`config.mk`:
```
export PLATFORM = sky130hd
export DESIGN_NAME = bp_skid_pipe
export DESIGN_NICKNAME = d
export VERILOG_FILES = /design/src/rtl/bp_skid_pipe.sv
export SDC_FILE = /design/constraint.sdc
export NUM_CORES = 1
export LEC_CHECK = 0
export ABC_AREA = 1
export CAP_MARGIN = 20
export CORE_MARGIN = 1.5
export CORE_UTILIZATION = 52
export CTS_CLUSTER_DIAMETER = 80
export DETAILED_ROUTE_END_ITERATION = 10
export GPL_ROUTABILITY_DRIVEN = 1
export HOLD_SLACK_MARGIN = 0.02
export PLACE_DENSITY_LB_ADDON = 0.15
export SLEW_MARGIN = 25
export SYNTH_ARGS = -nofsm -noshare
export SYNTH_HDL_FRONTEND = slang
export SYNTH_SLANG_ARGS = --single-unit
```
`constraint.sdc`:
```
create_clock -name clk_i -period 2.9 [get_ports clk_i]
set_clock_uncertainty 0.05 [all_clocks]
set_input_delay 0.435 -clock clk_i [delete_from_list [all_inputs] [get_ports clk_i]]
set_output_delay 0.435 -clock clk_i [all_outputs]
set_load 0.1 [all_outputs]
```
`src/rtl/bp_skid_pipe.sv`:
```
// bp_skid_pipe: PIPES skid stages with registered valid/ready, flush, occupancy count; BP_SKID_PIPE_PERF_EN adds stall_cnt_o.
// Latency: PIPES cycles upstream transfer to valid_o when unstalled; PIPES=0 is a combinational pass-through.
// Backpressure: ready_o is a flop (NOT stage-0 skid valid); up to 2*PIPES items absorbed after ready_i drops.
module bp_skid_pipe #(
    parameter int DATAW = 8,
    parameter int PIPES = 1,
    parameter int CNTW  = (PIPES == 0) ? 1 : $clog2(2*PIPES+1)
) (
    input  logic             clk_i,
    input  logic             rst_i,
    input  logic             flush_i,
    input  logic [DATAW-1:0] data_i,
    input  logic             valid_i,
    output logic             ready_o,
    output logic [DATAW-1:0] data_o,
    output logic             valid_o,
    input  logic             ready_i,
    output logic [CNTW-1:0]  count_o
`ifdef BP_SKID_PIPE_PERF_EN
    ,
    output logic [31:0]      stall_cnt_o
`endif
);

    // Encoding makes bit 0 the main-valid flop and bit 1 the skid-valid flop.
    typedef enum logic [1:0] {
        ST_EMPTY = 2'b00,
        ST_ONE   = 2'b01,
        ST_TWO   = 2'b11
    } stg_state_t;

    if (PIPES == 0) begin : g_pass
        assign data_o  = data_i;
        assign valid_o = valid_i;
        assign ready_o = ready_i;
        assign count_o = '0;
    end else begin : g_pipe
        logic [PIPES-1:0] w_main_vld;
        logic [PIPES-1:0] w_skid_vld;
        logic [DATAW-1:0] w_main_dat [PIPES];
        logic [CNTW-1:0]  w_cnt;

        for (genvar k = 0; k < PIPES; k++) begin : g_stg
            stg_state_t       r_state;
            stg_state_t       w_state_nxt;
            logic [DATAW-1:0] r_main_dat;
            logic [DATAW-1:0] r_skid_dat;
            logic             w_up_vld;
            logic [DATAW-1:0] w_up_dat;
            logic             w_dn_rdy;
            logic             w_in;
            logic             w_out;
            logic             w_ld_main;
            logic             w_ld_skid;
            logic             w_main_from_skid;

            if (k == 0) begin : g_head
                assign w_up_vld = valid_i;
                assign w_up_dat = data_i;
            end else begin : g_body
                assign w_up_vld = w_main_vld[k-1];
                assign w_up_dat = w_main_dat[k-1];
            end

            if (k == PIPES-1) begin : g_tail
                assign w_dn_rdy = ready_i;
            end else begin : g_link
                assign w_dn_rdy = ~w_skid_vld[k+1];
            end

            assign w_in  = w_up_vld & ~r_state[1];
            assign w_out = r_state[0] & w_dn_rdy;

            always_comb begin
                w_state_nxt      = r_state;
                w_ld_main        = 1'b0;
                w_ld_skid        = 1'b0;
                w_main_from_skid = 1'b0;
                unique case (r_state)
                    ST_EMPTY: begin
                        if (w_in) begin
                            w_state_nxt = ST_ONE;
                            w_ld_main   = 1'b1;
                        end
                    end
                    ST_ONE: begin
                        if (w_in && w_out) begin
                            w_ld_main = 1'b1;
                        end else if (w_in) begin
                            w_state_nxt = ST_TWO;
                            w_ld_skid   = 1'b1;
                        end else if (w_out) begin
                            w_state_nxt = ST_EMPTY;
                        end
                    end
                    ST_TWO: begin
                        if (w_out) begin
                            w_state_nxt      = ST_ONE;
                            w_ld_main        = 1'b1;
                            w_main_from_skid = 1'b1;
                        end
                    end
                    default: w_state_nxt = ST_EMPTY;
                endcase
            end

            always_ff @(posedge clk_i) begin
                if (rst_i || flush_i) begin
                    r_state <= ST_EMPTY;
                end else begin
                    r_state <= w_state_nxt;
                end
            end

            // Flush only drops the valid bits; stale payload is never observed.
            always_ff @(posedge clk_i) begin
                if (rst_i) begin
                    r_main_dat <= '0;
                    r_skid_dat <= '0;
                end else begin
                    if (w_ld_main) begin
                        r_main_dat <= w_main_from_skid ? r_skid_dat : w_up_dat;
                    end
                    if (w_ld_skid) begin
                        r_skid_dat <= w_up_dat;
                    end
                end
            end

            assign w_main_vld[k] = r_state[0];
            assign w_skid_vld[k] = r_state[1];
            assign w_main_dat[k] = r_main_dat;
        end

        always_comb begin
            w_cnt = '0;
            for (int i = 0; i < PIPES; i++) begin
                w_cnt = w_cnt + CNTW'(w_main_vld[i]) + CNTW'(w_skid_vld[i]);
            end
        end

        assign ready_o = ~w_skid_vld[0];
        assign valid_o = w_main_vld[PIPES-1];
        assign data_o  = w_main_dat[PIPES-1];
        assign count_o = w_cnt;
    end

`ifdef BP_SKID_PIPE_PERF_EN
    logic [31:0] r_stall_cnt;

    // Survives flush so stall statistics span the whole run since reset.
    always_ff @(posedge clk_i) begin
        if (rst_i) begin
            r_stall_cnt <= '0;
        end else if (valid_o && !ready_i && (r_stall_cnt != 32'hFFFF_FFFF)) begin
            r_stall_cnt <= r_stall_cnt + 32'd1;
        end
    end

    assign stall_cnt_o = r_stall_cnt;
`endif

endmodule

```
== After elaboration in Yosys (flattened, before gate mapping) ==
Cells that the tools add are included.

* Register bits after elaboration: 18
* Latch bits: 0
* RAM bits: 0
* ROM bits: 0
* Input port bits: 13
* Output and inout bits: 12
* Memories kept: 0

* Add/sub/neg operators: 1
* Multiply operators: 0
* Divide/modulo/power cells: 0
* Magnitude comparators: 0
* Eq/ne operators: 6
* Shift operators: 0
* Muxes and demuxes: 14
* Bitwise logic cells: 3
* Reduce and logical (&&, ||, !) cells: 4

{| class="wikitable"
|+ Operators by type and width
! kind !! count
|-
| $mux W2 || 5
|-
| $mux W8 || 1
|-
| $mux W1 || 6
|-
| $ne A2 B2 Y1 const B || 3
|-
| $pmux W2 S3 || 1
|-
| $reduce_and A4 Y1 || 1
|-
| $ne A3 B3 Y1 const B || 1
|-
| $pmux W1 S3 || 1
|-
| $add A1 B1 Y2 || 1
|-
| $and A1 B1 Y1 || 2
|-
| $eq A2 B1 Y1 const B || 1
|-
| $eq A2 B2 Y1 const B || 1
|-
| $logic_not A2 Y1 || 1
|-
| $logic_and A1 B1 Y1 || 1
|-
| $logic_or A1 B1 Y1 || 1
|-
| $not A1 Y1 || 1
|}

== Longest topological paths before layout ==
Gate-level depths: netlist (run 1).

* Depth in word-level cells: 5
* Mapped depth: 11
* Depth with buffers taken out: 9

== Least setup slack after synthesis (run 1) ==
Ideal clock, no wire load.

* Kind: register -> register
* Start: register g_pipe.g_stg[0].r_state[0]
* End: register g_pipe.g_stg[0].r_main_dat[5] (netlist: data_o[5])
* Library setup time: 0.119 ns
* Arrival time: 2.925 ns
* Path slack: -0.194 ns
* Stages on the path, launching flop included: 11
* Buffers on the path: 2
* Clock period less this slack: 3.094 ns
* Cell sequence: dfxtp_1 ha_1 buf_6 nand3_4 nand2_1 inv_2 nand2_4 buf_12 nand3_1 nand2_1 nor2_1

* Word-level cells in the longest chain between the ends: 4

{| class="wikitable"
|+ Ends and longest elaborated chain
! element !! line !! RTL
|-
| start, declared || 44 || <nowiki>stg_state_t r_state;</nowiki>
|-
| start signal, assigned || 111 || <nowiki>r_state <= w_state_nxt;</nowiki>
|-
| $and A1 B1 Y1 || 72 || <nowiki>assign w_out = r_state[0] & w_dn_rdy;</nowiki>
|-
| $logic_and A1 B1 Y1 / $mux W1 (equally long branches) || 87, 97 ||
|-
| $mux W1 (on tied branches) || 87, 79 ||
|-
| $pmux W1 S3 / $mux W8 (equally long branches) || 79, 122 ||
|-
| end signal, assigned || 122 || <nowiki>r_main_dat <= w_main_from_skid ? r_skid_dat : w_up_dat;</nowiki>
|-
| end, declared || 46 || <nowiki>logic [DATAW-1:0] r_main_dat;</nowiki>
|}

Parallel ways exist; a longest one is shown, timed or not.
A chain may end at the register's enable or synchronous reset.

== Worst setup path in the final report (run 1) ==
* Start: register g_pipe.g_stg[0].r_state[0]
* End: output port count_o[1]

* Word-level cells in the longest chain between the ends: 1

{| class="wikitable"
|+ Ends and longest elaborated chain
! element !! line !! RTL
|-
| $add A1 B1 Y2 || 138 || <nowiki>w_cnt = w_cnt + CNTW'(w_main_vld[i]) + CNTW'(w_skid_vld[i]);</nowiki>
|-
| end, declared || 18 || <nowiki>output logic [CNTW-1:0] count_o</nowiki>
|}

Every way passes these cells.

==> results of run 1 <==
==> cells in the mapped netlist (all sizes together) <==
cell    instances
nand2          36
nor2           34
dfxtp          18
inv            18
nand3          15
a21oi           9
nand4           8
o21ai           8
buf             5
ha              4
clkbuf          1
clkinv          1
==> final timing paths <==
check	start	to	slack [ps]	cells past startpoint
max	g_pipe.g_stg[0].r_state[0]	count_o[1]	620	2
min	data_o[3]	data_o[3]	450	2
max reg2reg	g_pipe.g_stg[0].r_state[0]	data_o[2]	870	8
min reg2reg	data_o[3]	data_o[3]	450	2
==> where the power goes <==
part / leakage (nW) / switching, W / internal, W
Combinational: 0.486 / 0.000199 / 0.0000717
Clock: 0.0210 / 0.0000792 / 0.0000765
Sequential: 0.148 / 0.0000176 / 0.000268
==> layout by cell type, fill, tap and decap left out <==
cell type / n
nand2_1: 34
nor2_1: 32
dfxtp_1: 18
inv_1: 14
nand3_1: 13
clkdlybuf4s50_1: 12
buf_4: 12
o21ai_0: 8
nand4_1: 8
a21oi_2: 6
inv_2: 4
a21oi_1: 3
ha_1: 3
clkbuf_4: 3
nor2_4: 2
nand3_4: 2
nand2_2: 1
clkinv_1: 1
nand2_4: 1
ha_2: 1
clkbuf_8: 1
==> flip-flops by register name (all words and copies together) (netlist names) <==
name and cells:
data_o 8, g_pipe.g_stg.r_skid_dat 8, g_pipe.g_stg.r_state 2
==> stage by stage <==
stage / power [W] / area (um2)
after floorplan: 0.000512 / 1090
after global placement: 0.000558 / 1270
after detailed placement: 0.000562 / 1270
after CTS: 0.000720 / 1310
after global routing: 0.000752 / 1310
final: 0.000712 / 1310
==> final cells by class <==
class                      count  area, um2  area share
multi-input combinational    114        598       0.457
timing repair buffer          24        210       0.160
clock buffer                   4       36.3      0.0277
tap                           27       33.8      0.0258
sequential                    18        360       0.275
inverter                      19       71.3      0.0544
==> layer usage <==
layer,vias up,global-route usage,share of wire
met4,0,0.0714,0.013
met1,466,0.244,0.43
met5,-,0,0
met3,6,0.0463,0.042
met2,22,0.386,0.51
li1,544,-,-
==> worst max-delay path, cell delays in order (launching register included) <==
cell	delay, ps
dfxtp_1	700
ha_2	450
buf_4	340
==> logic make-up after synthesis <==
| kind of cell | count (synthesis) | synth area share |
|---|---|---|
| simple gates | 93 | 0.403 |
| buf+inv | 25 | 0.120 |
| flops | 18 | 0.332 |
| compound gates | 17 | 0.0991 |
| fa+ha+maj | 4 | 0.0461 |
==> results.md, run 1 <==
- Synth unique cells: 21
- Placement row count: 16
- Largest net degree at the start of global routing: 19
- Net count, final: 197
- Leak pwr: ~0.65 nW
- Setup_tns: 0 ps
- CTS Root Cell: clkbuf_4
- Vias per cell: ~5.0
- Final Setup Violations: 0
- Mapped Cells: 157
- CTS Hold Buffers Added: 0
- Number of global-route vias before repair: 972
- Max Cap Viol: 0
- Rel. slew slack: 0.619
- Final Max Slew Viols: 0
- Cells resized by post-CTS repair: 0
- # H-tree levels: 1
- Max FO, Critical Path: 15
- Synth top area share: 0.332
- Clock slew at the register clock pins of the worst setup and hold paths: 110 ps
- CTS max path bufs: 2
- First-pass DRT Iterations: 4
- Worst Tran Pin Value: roughly 570 ps
- Die Area: 0.00237 mm2
- Overall fraction of global-route tracks in use: 0.212
- Syn Nets: between 150 and 200
- Horiz. Die Dim: 48.7 um
- Die H: slightly below 50 um
- TritonCTS Buffers: 3
- Crit start category: flip-flop
- Mapped Area: 0.00109 mm2
- RSZ-0062 raised after global routing: false
- ANT cells: 0
- # DRC: 0
- CP Class: flip-flop to output port
- Post-CTS Setup Repair Bufs: 0
- Fin. Hold Viols: 0
- Initial core utilization: 0.554
- FILL cells: 214
- DP Cell Count: 202
- Setup ws final: 621 ps
- Post-DP HPWL: 1680 um
- Crit path DAT: 1790 ps
- Seq/Total Area, Yosys: 0.332
- P&R area growth vs syn: 20.6%
- PortBufs: 24
- Fin cells: 206
- Pre-CTS setup slack: 823 ps
- Worst EP required: approximately 2400 ps
- Critical Path End Type: output port
- Final Util: 0.668
- Run status: complete, no violations
- Layout cells sized above 1: 0.184
- Max Freq: roughly 0.44 GHz
- Max IR drop VDD: 0.000337 V
- Worst hold margin: 448 ps
- TritonCTS clock tree: built
- Drt wl/cell: 11.0 um
- Gpl congestion: 0.899
- Antenna-violating nets left: 0
- Yosys top cell by area: dfxtp_1
- Drt total wl: 2270 um
- Number of warning messages in the yosys log: 0
- Clock sink total: 18
- Register bit count reported by yosys: 18
- Core area: slightly below 0.002 mm2
- Antenna violations before repair: 0
- Global route total overflow: 0
- Minimum period implied by the final worst setup slack: roughly 2300 ps
- Tcrit/Tclk final: 0.786
- Clock latency on the worst-skew pair: 300 ps
- HP Class: flip-flop to flip-flop
- P per Cell Area: 544 mW/mm2
- Global-route wire length before repair: roughly 4000 um
- Mean post-synth cell area: 6.92 um2
- Total number of vias: 1038
- 1st-iter DRT viols: 14
- I/O pin count: 25
- Area contributors post-synth: dfxtp_1 33%, nand2_1 12%, nor2_1 11%
No activity file was read; power rests on OpenSTA's default activity.
==> run 2, diff against run 1 <==
Settings changed: CORE_UTILIZATION 52 to 49.
Clock period 2.9 ns to 2.2 ns, I/O delays scaled along.
==> run 2 against run 1 <==
  * Sequential power increased by 33%
  * Total power grew 33%
  * Combinational power increased by 36%
  * Global-route usage shrank 0.24 points
  * First-iteration DRC count is 86% higher
  * Worst hold slack worse by 5.8 ps
  * Design area grew 3.7%
  * Clock power rose by 30%
  * Sequential cell count unchanged
  * Utilization increased by 0.43 points
  * Critical endpoint is now count_o[0]
  * Highest routed layer unchanged
==> results.md, run 2 (synthesis results as in run 1) <==
- Run status: complete, no violations
- Clock latency on the worst-skew pair: between 200 and 300 ps
- Max IR drop VDD: ~0.00054 V
- TritonCTS Buffers: 3
- Critical Path End Type: output port
- 1st-iter DRT viols: 26
- Max FO, Critical Path: 5
- Tcrit/Tclk final: 0.840
- CP bufs+invs: 2
- Critical Path Sink: count_o[0]
- Worst Tran Pin Value: around 450 ps
- Slowest Stage Delay on Critical Path: 510 ps
- Max Freq: 0.541 GHz
- Initial core utilization: 0.537
- Crit path DAT: 1470 ps
- Vias per cell: a little over 5
- # DRC: 0
- HP Class: flip-flop to flip-flop
- CTS Hold Buffers Added: 0
- TritonCTS clock tree: built
- Worst R2R End: g_pipe.g_stg[0].r_skid_dat[6]
- Drt total wl: between 2000 and 2500 um
- RSZ-0062 raised after global routing: false
- Antenna violations before repair: 0
- Crit start category: flip-flop
- Global-route wire length before repair: 4080 um
- Drt wl/cell: approximately 11 um
- Slowest-stage cell, CP: dfxtp_1
- Setup_tns: 0 ps
- Die Area: 0.00251 mm2
- CTS Root Cell: clkbuf_4
- Worst EP required: 1820 ps
- Fin. Hold Viols: 0
- PortBufs: 24
- Max Cap Viol: 0
- P&R area growth vs syn: 25.1%
- Core area: ~0.002 mm2
- Horiz. Die Dim: around 50 um
- Post-DP HPWL: 1670 um
- Leak pwr: between 0.6 and 0.7 nW
- Antenna-violating nets left: 0
- I/O pin count: 25
- Final Max Slew Viols: 0
- Levels on crit path: 3
- First-pass DRT Iterations: 4
- Total number of vias: about 1100
- Post-CTS Setup Repair Bufs: 0
- CTS max path bufs: 2
- Largest net degree at the start of global routing: 19
- Layout cells sized above 1: 0.200
- Leading cell type in the layout, fill and taps excluded: nand2_1
- Global route total overflow: 0
- R2R depth: 7
- Placement row count: 16
- Clock sink total: 18
- ANT cells: 0
- Gpl congestion: 0.853
- Overall fraction of global-route tracks in use: 0.210
- Clock slew at the register clock pins of the worst setup and hold paths: roughly 100 ps
- Critical path cell sequence: inv_2, ha_2, buf_12
- Rel. slew slack: 0.700
- # H-tree levels: 1
- Minimum period implied by the final worst setup slack: 1850 ps
- Number of global-route vias before repair: 960
- CP Class: flip-flop to output port
- Die H: about 50 um
- CP top delay family: flip-flops
- Final Util: 0.672
- Crit. Startpoint: g_pipe.g_stg[0].r_state[1]
- Net count, final: 198
- Final Setup Violations: 0
- Cells resized by post-CTS repair: 0
- Worst reg2reg setup slack: 550 ps
- Commonest cells after routing, fill and taps aside: 34 x nand2_1, 32 x nor2_1, 17 x dfxtp_1, 14 x inv_1, 13 x nand3_1
- P per Cell Area: approximately 700 mW/mm2
- R2R Path Start: g_pipe.g_stg[0].r_state[1]
run 2: cell types whose count changed in the layout (fill, tap and decap cells not counted), sizes merged:
cell,delta
buf,+1
run 2: per-stage QoR:
step	hold WS [ps]	total power, W	cell area (um2)	setup slack, ps	instances
global placement	421	0.000749	1320	249	203
detailed placement	426	0.000756	1320	220	203
floorplan	415	0.000678	1100	190	157
global route	481	0.00101	1360	269	207
CTS	451	0.000961	1360	340	207
finish	442	0.000950	1360	352	207
run 2: power by group:
part	switching (W)	leakage, nW	total [W]	internal, W
sequential	0.0000251	0.148	0.000379	0.000354
combinational	0.000264	0.496	0.000368	0.000104
clock	0.000102	0.0210	0.000203	0.000101
run 2: layer usage:
metal / GRT usage / share of wire / routed length (um)
met4: 0.0833 / 0.018 / 40
met2: 0.368 / 0.48 / 1090
met5: 0 / 0 / 0
met3: 0.0303 / 0.068 / 154
met1: 0.253 / 0.43 / 970
run 2: tightest hold or removal path: stages, from the launching register on:
cell,delay [ps]
dfxtp_1,340
a21oi_1,40
nor2_1,80
run 2: cell type report:
class	instances	area, um2
Inverter	19	71.3
Tap cell	27	33.8
Timing Repair Buffer	25	243
Sequential cell	18	364
Fill cell	183	663
Clock buffer	4	36.3
Multi-Input combinational cell	114	611
run 2: worst min-delay path by stage:
stage	from	end	slack, ps	cells after the start
after global placement	data_o[7]	data_o[7]	420	2
after global routing	data_o[7]	data_o[7]	480	2
after floorplan	data_i[0]	g_pipe.g_stg[0].r_skid_dat[0]	410	2
final	data_o[6]	data_o[6]	440	2
after CTS	data_o[1]	data_o[1]	450	2
after detailed placement	data_o[6]	data_o[6]	430	2
==> run 3, diff against run 2 <==
Settings changed: CORE_UTILIZATION 49 to 44.
Clock period 2.2 ns to 1.55 ns, I/O delays scaled along.
==> run 3 against run 2 <==
  * First-iteration DRC count up 15%
  * Largest power group is now combinational logic
  * Die area up 11%
  * Critical path type unchanged
  * Design area up 24%
==> results.md, run 3 (synthesis results as in run 1) <==
- CTS Hold Buffers Added: 0
- Clock sink total: 18
- Switching Share: 0.393
- Antenna violations before repair: 0
- Horiz. Die Dim: 52.7 um
- Final Setup Violations: 0
- Overall fraction of global-route tracks in use: 0.216
- Final Power: 0.00150 W
- Tcrit/Tclk final: 0.986
- CP Class: flip-flop to output port
- Crit path DAT: 1250 ps
- Layout cells sized above 1: 0.298
- Minimum period implied by the final worst setup slack: 1530 ps
- Slowest-stage cell, CP: dfxtp_4
- Die Area: 0.00278 mm2
- Part of the power in registers: 0.361
- P per Cell Area: slightly below 900 mW/mm2
- First-pass DRT Iterations: 4
- Vias per cell: between 5 and 6
- Clock slew at the register clock pins of the worst setup and hold paths: 100 ps
- Crit. Startpoint: g_pipe.g_stg[0].r_state[0]
- 1st-iter DRT viols: 30
- Fin cells: 226
- Clock latency on the worst-skew pair: ~300 ps
- Critical path cell sequence: buf_12, ha_4, buf_8, buf_12
- Max Freq: between 0.6 and 0.7 GHz
- Number of global-route vias before repair: 1055
- P&R area growth vs syn: 55.5%
- I/O pin count: 25
- RSZ-0062 raised after global routing: true
- Leak pwr: 0.810 nW
- CTS Root Cell: clkbuf_4
- Drt total wl: 2580 um
- Antenna-violating nets left: 0
- Worst EP required: 1270 ps
- Clock power share: 0.195
- Placed Instance Area: 0.00160 mm2
- Post-DP HPWL: 1990 um
- Leading cell type in the layout, fill and taps excluded: nand2_1
- Largest net degree at the start of global routing: 17
- DP Cell Count: 220
- HP Class: flip-flop to flip-flop
- # DRC: 0
- Max Cap Viol: 0
- Fin. Hold Viols: 0
- Gate power share: 0.445
- Worst Tran Pin Value: between 400 and 500 ps
- ANT cells: 0
- TritonCTS clock tree: built
- Switch Pwr: 0.000591 W
- Gpl congestion: 0.756
- Run status: complete, no violations
- # H-tree levels: 1
- Internal cell power: 0.000912 W
- Critical Path End Type: output port
- Commonest cells after routing, fill and taps aside: 32 x nand2_1, 31 x nor2_1, 16 x dfxtp_1, 15 x buf_12, 15 x buf_4
- R2R Path Start: g_pipe.g_stg[0].r_state[0]
- Crit start category: flip-flop
- Final Max Slew Viols: 0
- Crit path top cell by count: buf_12
- CP top delay family: buffers and inverters
- Placement row count: 17
- Slowest Stage Delay on Critical Path: around 380 ps
- Max IR drop VDD: 0.000793 V
- Die H: 52.7 um
- Finished layout cell area: 0.00169 mm2
- Global route total overflow: 0
- PortBufs: 24
- Total number of vias: 1148
- Max FO, Critical Path: 4
- Net count, final: 216
- Core area: around 0.0023 mm2
- CTS max path bufs: 2
- CP bufs+invs: 3
- Rel. slew slack: 0.713
- TritonCTS Buffers: 3
- Initial core utilization: 0.477
- Worst Hold Launch: data_o[0]
- Global-route wire length before repair: roughly 4400 um
- Drt wl/cell: 11.4 um
## run 3: cell type report
type                       count  area [um2]
multi-input combinational    114         631
sequential                    18         365
clock buffer                   4        36.3
timing repair buffer          43         548
tap                           28        35.0
inverter                      19        73.8
fill                         178         587
## run 3: worst register-to-register path, delay by kind of cell, from the launching register on
| kind | cells | cell delay, ps |
|---|---|---|
| flip-flops | 1 | 380 |
| adder cells (fa/ha/maj) | 1 | 160 |
| buffers and inverters | 4 | 430 |
| AND/OR/NAND/NOR | 5 | 360 |
## run 3: per-stage QoR
stage	setup slack, ps	util	hold slack (ps)	TNS (ps)
final	21.1	0.742	479	0
after global routing	-4.33	0.742	497	-4.33
after detailed placement	-96.2	0.701	445	-1100
after global placement	-42.2	0.701	439	-448
after CTS	2.66	0.730	474	0
after floorplan	-350	-	317	-3860
## run 3: metal layers
layer / GRT usage / vias up / wire length (um)
met5: 0 / - / 0
li1: - / 582 / -
met2: 0.388 / 44 / 1360
met4: 0.0983 / 0 / 48
met3: 0.0371 / 7 / 154
met1: 0.245 / 515 / 1020
## run 3: what timing repair did
action,CTS,global route
gates resized for setup,3,3
hold endpoints to repair,0,0
setup endpoints to repair,1,10
buffers inserted,1,1
## run 3: final timing paths
check                                     to  slack [ps]  cells past startpoint
setup / recovery                  count_o[1]          20                      4
hold / removal                     data_o[0]         480                      2
setup reg to reg  g_pipe.g_stg[0].r_state[1]          80                     10
hold reg to reg                    data_o[0]         480                      2
## run 3: power groups by stage
stage	combinational [W]	clock [W]	sequential (W)
after floorplan	0.000239	0	0.000732
after global placement	0.000644	0	0.000552
after detailed placement	0.000656	0	0.000555
after CTS	0.000660	0.000298	0.000544
after global routing	0.000707	0.000315	0.000547
final	0.000668	0.000293	0.000542
==> variant: new RTL, flow settings as in run 2 <==
`DATAW`: 8 -> 9.
--- a/src/rtl/bp_skid_pipe.sv
+++ b/src/rtl/bp_skid_pipe.sv
@@ -2,7 +2,7 @@
 // Latency: PIPES cycles upstream transfer to valid_o when unstalled; PIPES=0 is a combinational pass-through.
 // Backpressure: ready_o is a flop (NOT stage-0 skid valid); up to 2*PIPES items absorbed after ready_i drops.
 module bp_skid_pipe #(
-    parameter int DATAW = 8,
+    parameter int DATAW = 9,
     parameter int PIPES = 1,
     parameter int CNTW  = (PIPES == 0) ? 1 : $clog2(2*PIPES+1)
 ) (
Ports: changed (resized data_i and data_o); port bits go from 25 to 27. The function was not compared with the original's and may differ.
==> variant against run 2 <==
Final area rose by 12%. Synthesized area rose by 11%. Total power rose by 11%. Setup slack got worse by 0.029 ns. Non-clock buffer count rose by 3. Global-route usage rose by 0.43 points. Wire length rose by 17%. Via count rose by 11%. Final cell count rose by 8.2%. Sequential cell count rose by 2. Critical path type unchanged.
==> variant: results (changes against run 2) <==
- Hold Path End: data_o[6]
- Syn nets: 189 (+8.6%)
- Synth warn: 0 (unchanged)
- Largest net degree at the start of global routing: 19 (unchanged)
- Synth cell count leaders: 37 x nand2_1, 30 x nor2_1, 20 x dfxtp_1
- Unique masters post-synth: 22 (+4.8%)
- Vias in the first global route: 1,142 (+19%)
- DRT Wirelength: 2.64 mm (+17%)
- First-pass GRT wire length: 4.44 mm (+8.8%)
- Fraction of layout cells with a size suffix above 1: 0.240 (+0.0398)
- Most common cell in the synthesized netlist: nand2_1
- Iteration-0 DRC Markers: 31 (+19%)
- Flop pwr share: 0.401 (+0.002)
- Filler cells: 205 (+12%)
- Placed Instance Area: 1480 µm² (+12%)
- Top cell type's share of synthesized area: 0.332 (about the same)
- Share of synthesized registers carrying an async set or reset: 0 (unchanged)
- Setup Buffers After CTS: 0 (unchanged)
- Nets: 215 (+8.6%)
- Via count: 1,179 (+11%)
- Post-synthesis sequential area ratio: 0.332 (about the same)
- Final GP Congestion: 0.815 (-4.5%)
- Area contributors post-synth: dfxtp_1 33%, nand2_1 12%, nor2_1 9.3%, a21oi_2 6.5%, nand3_1 5.4%
- Outcome: finished clean
- Reg2reg setup slack: 0.41 ns (-0.14 ns)
- Leakage: 0.735 nW (+10%)
- Delay-heaviest family, CP: flip-flops
- Post-place setup slack: 0.317 ns (+0.0962 ns)
- Hpwl dp: 1.98 mm (+18%)
- Clk Latency, worst-skew pair: 0.30 ns
- Max VDD drop: 0.000540 V (-0.17%)
- Number of port buffers: 26 (+8.3%)
- P_sw: 438 µW (+12%)
- GRT Overall Usage: 0.214 (+0.00431)
- Slew HR: 0.672 (-0.0276)
- Worst EP arrival: 1.50 ns (+0.03 ns)
- Seq pwr: 422 µW (+11%)
- Clk pwr share: 0.202 (-0.012)
- Htree depth: 1 (unchanged)
-- variant: cell type report --
type	instances	area, µm²	share of cell area
Timing Repair Buffer	28	268	0.176
Inverter	20	76.3	0.0503
Clock buffer	4	36.3	0.0239
Sequential cell	20	404	0.266
Tap cell	28	35.0	0.0231
Multi-Input combinational cell	124	698	0.460
-- variant: kinds of logic (layout without fill, tap and decap cells) --
| group | after synthesis | in the layout | synth area share |
|---|---|---|---|
| AO/OA/AOI/OAI | 19 | 19 | 0.107 |
| buffers and inverters | 27 | 52 | 0.110 |
| AND/OR/NAND/NOR | 101 | 101 | 0.410 |
| flip-flops | 20 | 20 | 0.332 |
| adder cells (fa/ha/maj) | 4 | 4 | 0.0415 |
-- variant: metrics by stage --
stage	hold WS [ns]	utilization	std cells
after floorplan	0.415	-	171
after global placement	0.425	0.651	220
after detailed placement	0.434	0.651	220
after CTS	0.457	0.667	224
after global routing	0.482	0.667	224
final	0.452	0.667	224
-- variant: layer usage --
metal	GRT usage	wire [µm]	vias up
li1	-	-	595
met1	0.232	1100	547
met2	0.408	1390	35
met3	0.0343	141	2
met4	0.0812	17	0
met5	0	0	-
-- variant: worst max path at each step --
stage                               start                       endpoint  slack [ns]
3_3_place_gp                      ready_i                      data_o[8]        0.37
6_report       g_pipe.g_stg[0].r_state[1]                     count_o[0]        0.32
2_1_floorplan  g_pipe.g_stg[0].r_state[1]  g_pipe.g_stg[0].r_skid_dat[8]        0.03
5_1_grt        g_pipe.g_stg[0].r_state[1]                     count_o[0]        0.28
4_1_cts        g_pipe.g_stg[0].r_state[1]                     count_o[0]        0.32
3_5_place_dp                      ready_i                      data_o[7]        0.32
